## config.mk

```make
export PLATFORM = sky130hd
export DESIGN_NAME = dmem_rr_arbiter
export DESIGN_NICKNAME = d
export VERILOG_FILES = /design/src/rtl/dmem_rr_arbiter.sv
export SDC_FILE = /design/constraint.sdc
export NUM_CORES = 1
export LEC_CHECK = 0
export ABC_CLOCK_PERIOD_IN_PS = 3400
export BUFFER_PORTS_ARGS = -buffer_cell sky130_fd_sc_hd__buf_4
export CAP_MARGIN = 30
export CORE_AREA = 2 2 410 412
export CTS_CLUSTER_DIAMETER = 80
export DETAILED_ROUTE_END_ITERATION = 12
export DIE_AREA = 0 0 412 414
export MAX_ROUTING_LAYER = met4
export SYNTH_ARGS = -nofsm -noshare
export SYNTH_HDL_FRONTEND = slang
export SYNTH_SLANG_ARGS = --single-unit
```

## constraint.sdc

```tcl
create_clock -name clock -period 3.4 [get_ports clock]
set_clock_uncertainty 0.05 [all_clocks]
set_input_delay 0.51 -clock clock [delete_from_list [all_inputs] [get_ports clock]]
set_output_delay 0.51 -clock clock [all_outputs]
set_load 0.03 [all_outputs]
```

## src/rtl/dmem_rr_arbiter.sv

```systemverilog
// -----------------------------------------------------------------------------
// dmem_rr_arbiter
//   Shares the single block-wide data memory among NUM_REQ dcache cores.
//   Round-robin grant, one memory transaction in flight, and the grant is
//   held for the whole transaction (IDLE -> ISSUE -> WAIT -> DONE -> IDLE).
//
// Ports
//   clock, reset      rising-edge clock; asynchronous active-high reset
//   req_read/write    per-core block read / write request (read wins if both)
//   req_address       packed, core i at [i*ADDR_W +: ADDR_W]
//   req_writedata     packed, core i at [i*DATA_W +: DATA_W]
//   req_busywait      per-core stall; drops only for the owner in DONE
//   req_readdata      mem_readdata broadcast to every core
//   mem_read/write    to data_memory (0 outside ISSUE/WAIT)
//   mem_address       to data_memory (0 outside ISSUE/WAIT)
//   mem_writedata     to data_memory (0 outside ISSUE/WAIT)
//   mem_busywait      from data_memory
//   mem_readdata      from data_memory
//   grant_id          current or last owner (debug)
//   timeout_err       sticky watchdog flag
//
// Build option
//   ARB_TIMEOUT_EN    when defined, WAIT is bounded by TIMEOUT_CYCLES cycles
//                     and timeout_err flags an expired transaction; when
//                     undefined, WAIT is unbounded and timeout_err is 0.
// -----------------------------------------------------------------------------
module dmem_rr_arbiter #(
    parameter int NUM_REQ        = 4,
    parameter int ADDR_W         = 28,
    parameter int DATA_W         = 128,
    parameter int TIMEOUT_CYCLES = 64
) (
    input  logic                        clock,
    input  logic                        reset,
    input  logic [NUM_REQ-1:0]          req_read,
    input  logic [NUM_REQ-1:0]          req_write,
    input  logic [NUM_REQ*ADDR_W-1:0]   req_address,
    input  logic [NUM_REQ*DATA_W-1:0]   req_writedata,
    output logic [NUM_REQ-1:0]          req_busywait,
    output logic [DATA_W-1:0]           req_readdata,
    output logic                        mem_read,
    output logic                        mem_write,
    output logic [ADDR_W-1:0]           mem_address,
    output logic [DATA_W-1:0]           mem_writedata,
    input  logic                        mem_busywait,
    input  logic [DATA_W-1:0]           mem_readdata,
    output logic [2:0]                  grant_id,
    output logic                        timeout_err
);

    if (NUM_REQ < 2 || NUM_REQ > 8 || TIMEOUT_CYCLES < 1 || TIMEOUT_CYCLES > 255) begin : g_param_check
        $error("dmem_rr_arbiter: NUM_REQ must be 2..8 and TIMEOUT_CYCLES 1..255");
    end

    typedef enum logic [1:0] {
        S_IDLE  = 2'd0,
        S_ISSUE = 2'd1,
        S_WAIT  = 2'd2,
        S_DONE  = 2'd3
    } state_t;

    state_t              r_state;
    state_t              w_next;
    logic [2:0]          r_grant;
    logic [2:0]          w_winner;
    logic                w_any;
    logic                w_hit;
    logic [NUM_REQ-1:0]  w_req;
    logic [NUM_REQ-1:0]  w_gsel;
    logic                w_g_read;
    logic                w_g_write;
    logic                w_g_req;
    logic [ADDR_W-1:0]   w_g_addr;
    logic [DATA_W-1:0]   w_g_data;
    logic                w_active;
    logic                w_timeout;

    assign w_req  = req_read | req_write;
    assign w_gsel = NUM_REQ'(1) << r_grant;

    // Rotating priority: scan from grant+NUM_REQ down to grant+1 so the last
    // hit is the first requester after the previous owner.
    always_comb begin
        w_winner = r_grant;
        w_any    = 1'b0;
        w_hit    = 1'b0;
        for (int k = NUM_REQ; k >= 1; k--) begin
            w_hit = |(w_req & (NUM_REQ'(1) << ((int'(r_grant) + k) % NUM_REQ)));
            if (w_hit) begin
                w_winner = 3'((int'(r_grant) + k) % NUM_REQ);
                w_any    = 1'b1;
            end
        end
    end

    // Granted core's request fields.
    always_comb begin
        w_g_addr = '0;
        w_g_data = '0;
        for (int i = 0; i < NUM_REQ; i++) begin
            if (w_gsel[i]) begin
                w_g_addr = req_address[i*ADDR_W +: ADDR_W];
                w_g_data = req_writedata[i*DATA_W +: DATA_W];
            end
        end
    end

    assign w_g_read  = |(req_read  & w_gsel);
    assign w_g_write = |(req_write & w_gsel);
    assign w_g_req   = w_g_read | w_g_write;

`ifdef ARB_TIMEOUT_EN
    logic [7:0] r_wait_cnt;
    logic       r_timeout_err;

    // Counts completed WAIT cycles; fires on the TIMEOUT_CYCLES-th one.
    assign w_timeout = (r_wait_cnt == 8'(TIMEOUT_CYCLES - 1));

    always_ff @(posedge clock or posedge reset) begin
        if (reset) begin
            r_wait_cnt    <= 8'd0;
            r_timeout_err <= 1'b0;
        end else begin
            if (r_state == S_ISSUE)
                r_wait_cnt <= 8'd0;
            else if (r_state == S_WAIT)
                r_wait_cnt <= r_wait_cnt + 8'd1;
            // Only a genuine expiry counts: completion or abandonment wins.
            if (r_state == S_WAIT && mem_busywait && w_g_req && w_timeout)
                r_timeout_err <= 1'b1;
        end
    end

    assign timeout_err = r_timeout_err;
`else
    assign w_timeout   = 1'b0;
    assign timeout_err = 1'b0;
`endif

    always_ff @(posedge clock or posedge reset) begin
        if (reset) begin
            r_state <= S_IDLE;
            r_grant <= 3'(NUM_REQ - 1);
        end else begin
            r_state <= w_next;
            if (r_state == S_IDLE && w_any)
                r_grant <= w_winner;
        end
    end

    always_comb begin
        w_next = r_state;
        case (r_state)
            S_IDLE:  if (w_any) w_next = S_ISSUE;
            S_ISSUE: w_next = S_WAIT;
            S_WAIT: begin
                // Owner dropping its request abandons the transaction.
                if (!mem_busywait || !w_g_req || w_timeout)
                    w_next = S_DONE;
            end
            S_DONE:  w_next = S_IDLE;
            default: w_next = S_IDLE;
        endcase
    end

    // Memory side is a pure mux of the owner, so reset kills it immediately.
    assign w_active      = (r_state == S_ISSUE) || (r_state == S_WAIT);
    assign mem_read      = w_active & w_g_read;
    assign mem_write     = w_active & w_g_write & ~w_g_read;
    assign mem_address   = w_active ? w_g_addr : '0;
    assign mem_writedata = w_active ? w_g_data : '0;

    assign req_busywait  = w_req & ~((r_state == S_DONE) ? w_gsel : '0);
    assign req_readdata  = mem_readdata;
    assign grant_id      = r_grant;

endmodule

```

==> results of run 1 <==
==> cell type report <==
class,instances,area (um^2)
diodes,47,118
clock buffers,4,78.8
fillers,19600,150000
inverters,5,18.8
multi-input cells,1152,6190
flip-flops and latches,4,103
well taps,2204,2760
repair buffers,891,6910
==> repair_timing <==
| action | CTS | global route |
|---|---|---|
| buffers inserted | 9 | 2 |
| setup endpoints to repair | 27 | 16 |
| pin swaps | 3 | 4 |
| gates cloned | 1 | 0 |
| gates resized for setup | 17 | 8 |
| endpoints found under the hold margin | 0 | 0 |
| hold buffers | 0 | 0 |
==> critical path, delay by kind of cell, from the launching register on <==
family	cells	cell delay [ps]
AO/OA/AOI/OAI	3	640
flip-flops	1	550
AND/OR/NAND/NOR	2	450
adder cells (fa/ha/maj)	1	200
buffers and inverters	4	660
==> power breakdown <==
| group | internal, W | switching (W) | total [W] | leakage, nW |
|---|---|---|---|---|
| Sequential | 0.0000851 | 0.0000379 | 0.000123 | 0.0446 |
| Clock | 0.000155 | 0.0000355 | 0.000190 | 0.0384 |
| Combinational | 0.00520 | 0.0102 | 0.0154 | 6.32 |
| Total | 0.00544 | 0.0103 | 0.0157 | 6.40 |
==> how the worst max path moves through the flow <==
stage / start / to / slack, ps
floorplan: grant_id[0]$_DFFE_PP1P_ / mem_writedata[48] / 760
finish: grant_id[1]$_DFFE_PP1P_ / mem_writedata[123] / 20
global placement: grant_id[1]$_DFFE_PP1P_ / mem_writedata[123] / -220
global route: grant_id[0]$_DFFE_PP1P_ / mem_write / 10
detailed placement: grant_id[1]$_DFFE_PP1P_ / mem_writedata[123] / -220
CTS: grant_id[0]$_DFFE_PP1P_ / mem_writedata[88] / 20
==> state kept, by name, indices dropped and copies added, names as in the netlist <==
name and cells:
grant_id 2, r_state 2
==> cell usage after synthesis, types with 2 or more instances <==
library cell  instances  area (um^2)
nand3b_1            156         1170
and4_1                2         17.5
o21ai_0              91          455
buf_1                 6         22.5
ha_1                  9          113
nor2_1                5         18.8
dfstp_2               2         52.6
clkbuf_1             98          368
buf_4               131          983
nand4_1               2         12.5
o21ai_1              81          405
dfrtp_1               2         50.1
a31oi_1               2         12.5
nand2_1             317         1190
and2_1              156          976
a222oi_1              2         20.0
inv_1                 5         18.8
buf_2                33          165
a21oi_1             318         1590
==> kinds of logic (layout without fill, tap and decap cells) <==
group	after synthesis	count (layout)	synth area share, %
simple gates	640	640	44.0
compound gates	498	498	32.5
buf+inv	274	900	20.3
fa+ha+maj	9	9	1.46
flops	4	4	1.33
mux	2	2	0.275
other cells	1	49	0.0485
xor+xnor	1	1	0.113
==> through the flow <==
| stage | instance area, um^2 | util, % | setup slack (ps) |
|---|---|---|---|
| after CTS | 16000 | 9.63 | 19.5 |
| after global routing | 16200 | 9.72 | 10.4 |
| final | 16200 | 9.73 | 21.3 |
| after floorplan | 7740 | - | 757 |
| after detailed placement | 15800 | 9.48 | -219 |
| after global placement | 15800 | 9.48 | -216 |
==> layer usage <==
metal / global-route usage, % / vias to the layer above
met4: 5.80 / 0
met1: 11.1 / 6401
met2: 23.8 / 1108
met5: - / -
li1: - / 6031
met3: 8.47 / 285
==> results.toml, run 1 <==
[run_status]
status = "finished clean"

[clocking]
clock-sinks = 4
insertion_delay_ps = 230
cts-root-buf = "clkbuf_16"
htreeDepth = 1
clk_path_buf_depth = 2
cts_tree = "built"
clkSlewWorstSetupHoldPaths_ps = 30
numCtsBuffers = 3

[finish]
final_cell_mix = "buf_4, nand2_1, a21oi_1, nand3b_1, and2_1"
drive_above_1_share_pct = 44.6
stdcell_count = 4307
nets = 2829
syn_to_final_growth_pct = 109
final_common_cell = "buf_4"

[yosys]
synth.distinct_cells = 30
synthFlopType = "dfstp_2"
ys_ff_latch = 4
ys_seq_area_share_pct = 1.33
synth-warning-count = 0
synth-edff-count = 0
synth.avg_cell_area_um2 = 5.41
synth_async_sr_flop_share_pct = 100
synthCells = 1429
syn_area_um2 = 7730

[worst_setup_path]
path_max_fanout = 23
worstPathCellList = "inv_2, ha_4, buf_16, buf_6, nand3b_1, a21oi_1, a21oi_2, o21ai_2, and2_1, buf_4"
timing.rr.start = "grant_id[0]$_DFFE_PP1P_"
r2r_setup_slack_ps = 680
cp.required_ps = 2840
critPathArrivalTime_ps = 2820
crit_slowest_cell = "dfstp_2"
worstReg2RegEnd = "r_state[1]$_DFFE_PP0P_"
cp-start-kind = "register"
cp_slowest_stage_delay_ps = 550
critPathKind = "reg -> out"
r2r_cells = 9
crit_path_end_kind = "output port"

[timing]
hold_slack_ps = 138
slew_viol_final = 0
max_freq_ghz = 0.296
slew_headroom_pct = 47.5
worst_pin_slew_ps = 788
period_share_pct = 99.4
rsz0062_at_grt = "no"
finalHoldViolCount = 0
min_period_ps = 3380
setup-tns-final_ps = 0
setup_violations = 0

[drt]
top_layer = "met4"
firstDrtPassIters = 5
dr_wl_met2_mm = 59.7
routed_via_density = 3.21
drc = 0
wl_met1_mm = 33.1
wl_per_cell_um = 27.6
vias = 13800
initialDrtViolationCount = 1418
wirelength_mm = 119
wl_met3_mm = 19.3
final_antenna_net_count = 0

[grt]
overflow = 0
grt_pass1_vias = 13000
antenna_found_initial = 96
grt_first_pass_wirelength_mm = 144
grt_max_degree = 86
gr-usage-all-layers_pct = 13.5

[floorplanning]
ios = 1057
die_h_um = 414
dieArea_um2 = 171000
rows = 150
die-width_um = 412
coreArea_um2 = 166000
start_util_pct = 4.65

[pwr]
power_leakage_nw = 6.40
power_w = 0.0157
power_density_nw_per_um2 = 971
peakVddDrop_uv = 856

[placed_design]
placed_cells_incl_taps = 4244
io_buffers = 798
gp_congestion = 1.01
place_hpwl_mm = 107

[hold_path]
hold_path.class = "in -> async"

[job]
drv_cap = 0
(Power assumes the default switching activity.)
==> run 2: changes to the inputs <==
ABC_AREA = 1   (was not set)
ABC_CLOCK_PERIOD_IN_PS = 4200   (was 3400)
CORE_AREA = 2 2 411 413   (was 2 2 410 412)
CTS_CLUSTER_DIAMETER = 50   (was 80)
DIE_AREA = 0 0 413 415   (was 0 0 412 414)
clock period = 4.2 ns   (was 3.4 ns; I/O delays follow)
==> run 2 against run 1 <==
Setup slack better by 310 ps. Cell area decreased by 8.3%. Register-to-register slack improved by 1000 ps. Sequential share of layout area is 0.057 points higher. Combinational power is essentially flat. Global-route usage increased by 0.094 points. Critical path depth did not move. Flip-flop and latch count did not move. Final cell count fell by 3.7%. Core utilization is 0.83 points lower. Largest cell class unchanged. Die area increased by 0.48%. Highest routed layer unchanged.
==> results.toml, run 2 <==
[run_status]
status = "finished clean"

[grt]
overflow = 0
grt_pass1_vias = 12600
gr-usage-all-layers_pct = 13.6
grt_first_pass_wirelength_mm = 144
grt_max_degree = 91
antenna_found_initial = 129

[finish]
syn_to_final_growth_pct = 114
fin_util_pct = 8.90
fillers = 19700
seqCellArea_um2 = 103
final_cell_area_um2 = 14800
multiInputGateArea_um2 = 5180
nets = 2683
final_common_cell = "buf_4"
final_cell_mix = "buf_4, nor2_1, a21oi_1, o31ai_1, o21ai_1"
drive_above_1_share_pct = 45.5

[timing]
period_share_pct = 92.2
finalHoldViolCount = 0
worst_pin_slew_ps = 936
max_freq_ghz = 0.258
rsz0062_at_grt = "no"
slew_viol_final = 0
min_period_ps = 3870
setup_violations = 0
slew_headroom_pct = 37.6
setup-tns-final_ps = 0

[floorplanning]
coreArea_um2 = 167000
ios = 1057
dieArea_um2 = 171000
die_h_um = 415
rows = 150
start_util_pct = 4.16
die-width_um = 413

[clocking]
insertion_delay_ps = 230
htreeDepth = 1
numCtsBuffers = 3
postCtsSetupBuffers = 0
cts_hold_buf = 0
cts-root-buf = "clkbuf_16"
clock-sinks = 4
clkSlewWorstSetupHoldPaths_ps = 30
cts_tree = "built"
clk_path_buf_depth = 2
cts-resized-gates = 0

[yosys]
synth.avg_cell_area_um2 = 5.27
ys_top_cells_by_count = "nor2_1, a21oi_1, o31ai_1, buf_4, o21ai_1"
ys_seq_area_share_pct = 1.48
synthCells = 1316
ys_ff_latch = 4
synthFlopType = "dfstp_2"
synth-warning-count = 0
synth-edff-count = 0
synth.distinct_cells = 23
synth_top_area_share_pct = 22.6
yosysTopAreaCell = "a21oi_1"
synthTopCellsByArea = "a21oi_1, nor2_1, o31ai_1"
synth_async_sr_flop_share_pct = 100
synth.most_common_cell = "nor2_1"
syn_area_um2 = 6930

[worst_setup_path]
cp-start-kind = "register"
worstReg2RegEnd = "r_state[0]$_DFFE_PP0P_"
critPathKind = "reg -> out"
crit_path_end_kind = "output port"
critPathArrivalTime_ps = 3190
r2r_cells = 9
path_max_fanout = 34
r2r_setup_slack_ps = 1700
worstSetupStartpoint = "grant_id[1]$_DFFE_PP1P_"
cp-endpoint = "mem_writedata[120]"
timing.rr.start = "grant_id[0]$_DFFE_PP1P_"
cp.required_ps = 3520

[pwr]
power_leakage_nw = 6.18
power_density_nw_per_um2 = 1060
peakVddDrop_uv = 470

[drt]
routed_via_density = 3.30
final_antenna_net_count = 0
initialDrtViolationCount = 1770
vias = 13700
wirelength_mm = 120
wl_per_cell_um = 29.0
firstDrtPassIters = 5
drc = 0

[job]
drv_cap = 0

[placed_design]
place_hpwl_mm = 108
io_buffers = 798
gp_congestion = 1.12
placed_cell_area_um2 = 14700

[hold_path]
hold_path.class = "in -> async"
[run 2: changes by cell type after synthesis, sizes merged, moves of 15 or more]
cell,delta
o31ai,+156
and2,-156
nand3b,-156
clkbuf,-46
buf,+45
o21ai,-15
nand2,-265
nor2,+314
inv,+15
[run 2: logic make-up after synthesis]
family / after synthesis / share of synthesized area (%)
compound gates: 630 / 51.3
fa+ha+maj: 9 / 1.63
other cells: 1 / 0.0541
simple gates: 383 / 21.0
flops: 4 / 1.48
buf+inv: 289 / 24.5
[run 2: through the flow]
step / std cells / hold WS, ps / power [W] / worst slack, ps
floorplan: 1317 / 345 / 0.00803 / 1290
global placement: 4110 / 442 / 0.0157 / 563
detailed placement: 4110 / 484 / 0.0158 / 513
CTS: 4114 / 253 / 0.0160 / 280
global route: 4145 / 271 / 0.0168 / 164
finish: 4148 / 250 / 0.0157 / 329
[run 2: final cells by class]
type                            count  area share (%)
Inverter                           21           0.649
Antenna cell                       34           0.574
Sequential cell                     4           0.692
Tap cell                         2204            18.6
Multi-Input combinational cell   1024            34.9
Timing Repair Buffer              857            44.0
Clock buffer                        4           0.531
[run 2: layer usage]
metal | share of wire [%] | track usage, % | vias to the layer above
met2 | 50 | 23.5 | 1206
li1 | - | - | 5713
met1 | 31 | 12.3 | 6325
met3 | 15 | 7.56 | 434
met4 | 4.9 | 5.10 | 0
met5 | 0 | - | -
[run 2: where the power goes]
group	internal (W)	switching (W)	leakage (nW)
Sequential	0.0000682	0.0000404	0.0447
Clock	0.000125	0.0000275	0.0384
Combinational	0.00443	0.0110	6.10
[run 2: worst max-delay path: stages, from the launching register on]
cell and delay [ps]:
dfstp_2 630, inv_1 150, ha_4 280, inv_6 250, buf_12 260, buf_12 230
nor2_1 60, o31ai_1 410, o21ai_1 220, nor2_1 170, buf_4 200
[run 2: worst min-delay path by stage]
stage | from | end | slack (ps) | cells after the start
after detailed placement | r_state[0]$_DFFE_PP0P_ | r_state[0]$_DFFE_PP0P_ | 480 | 2
final | reset | r_state[0]$_DFFE_PP0P_ | 250 | 2
after global placement | r_state[0]$_DFFE_PP0P_ | r_state[0]$_DFFE_PP0P_ | 440 | 2
after floorplan | reset | r_state[0]$_DFFE_PP0P_ | 340 | 1
after global routing | reset | r_state[0]$_DFFE_PP0P_ | 270 | 2
after CTS | reset | r_state[0]$_DFFE_PP0P_ | 250 | 2
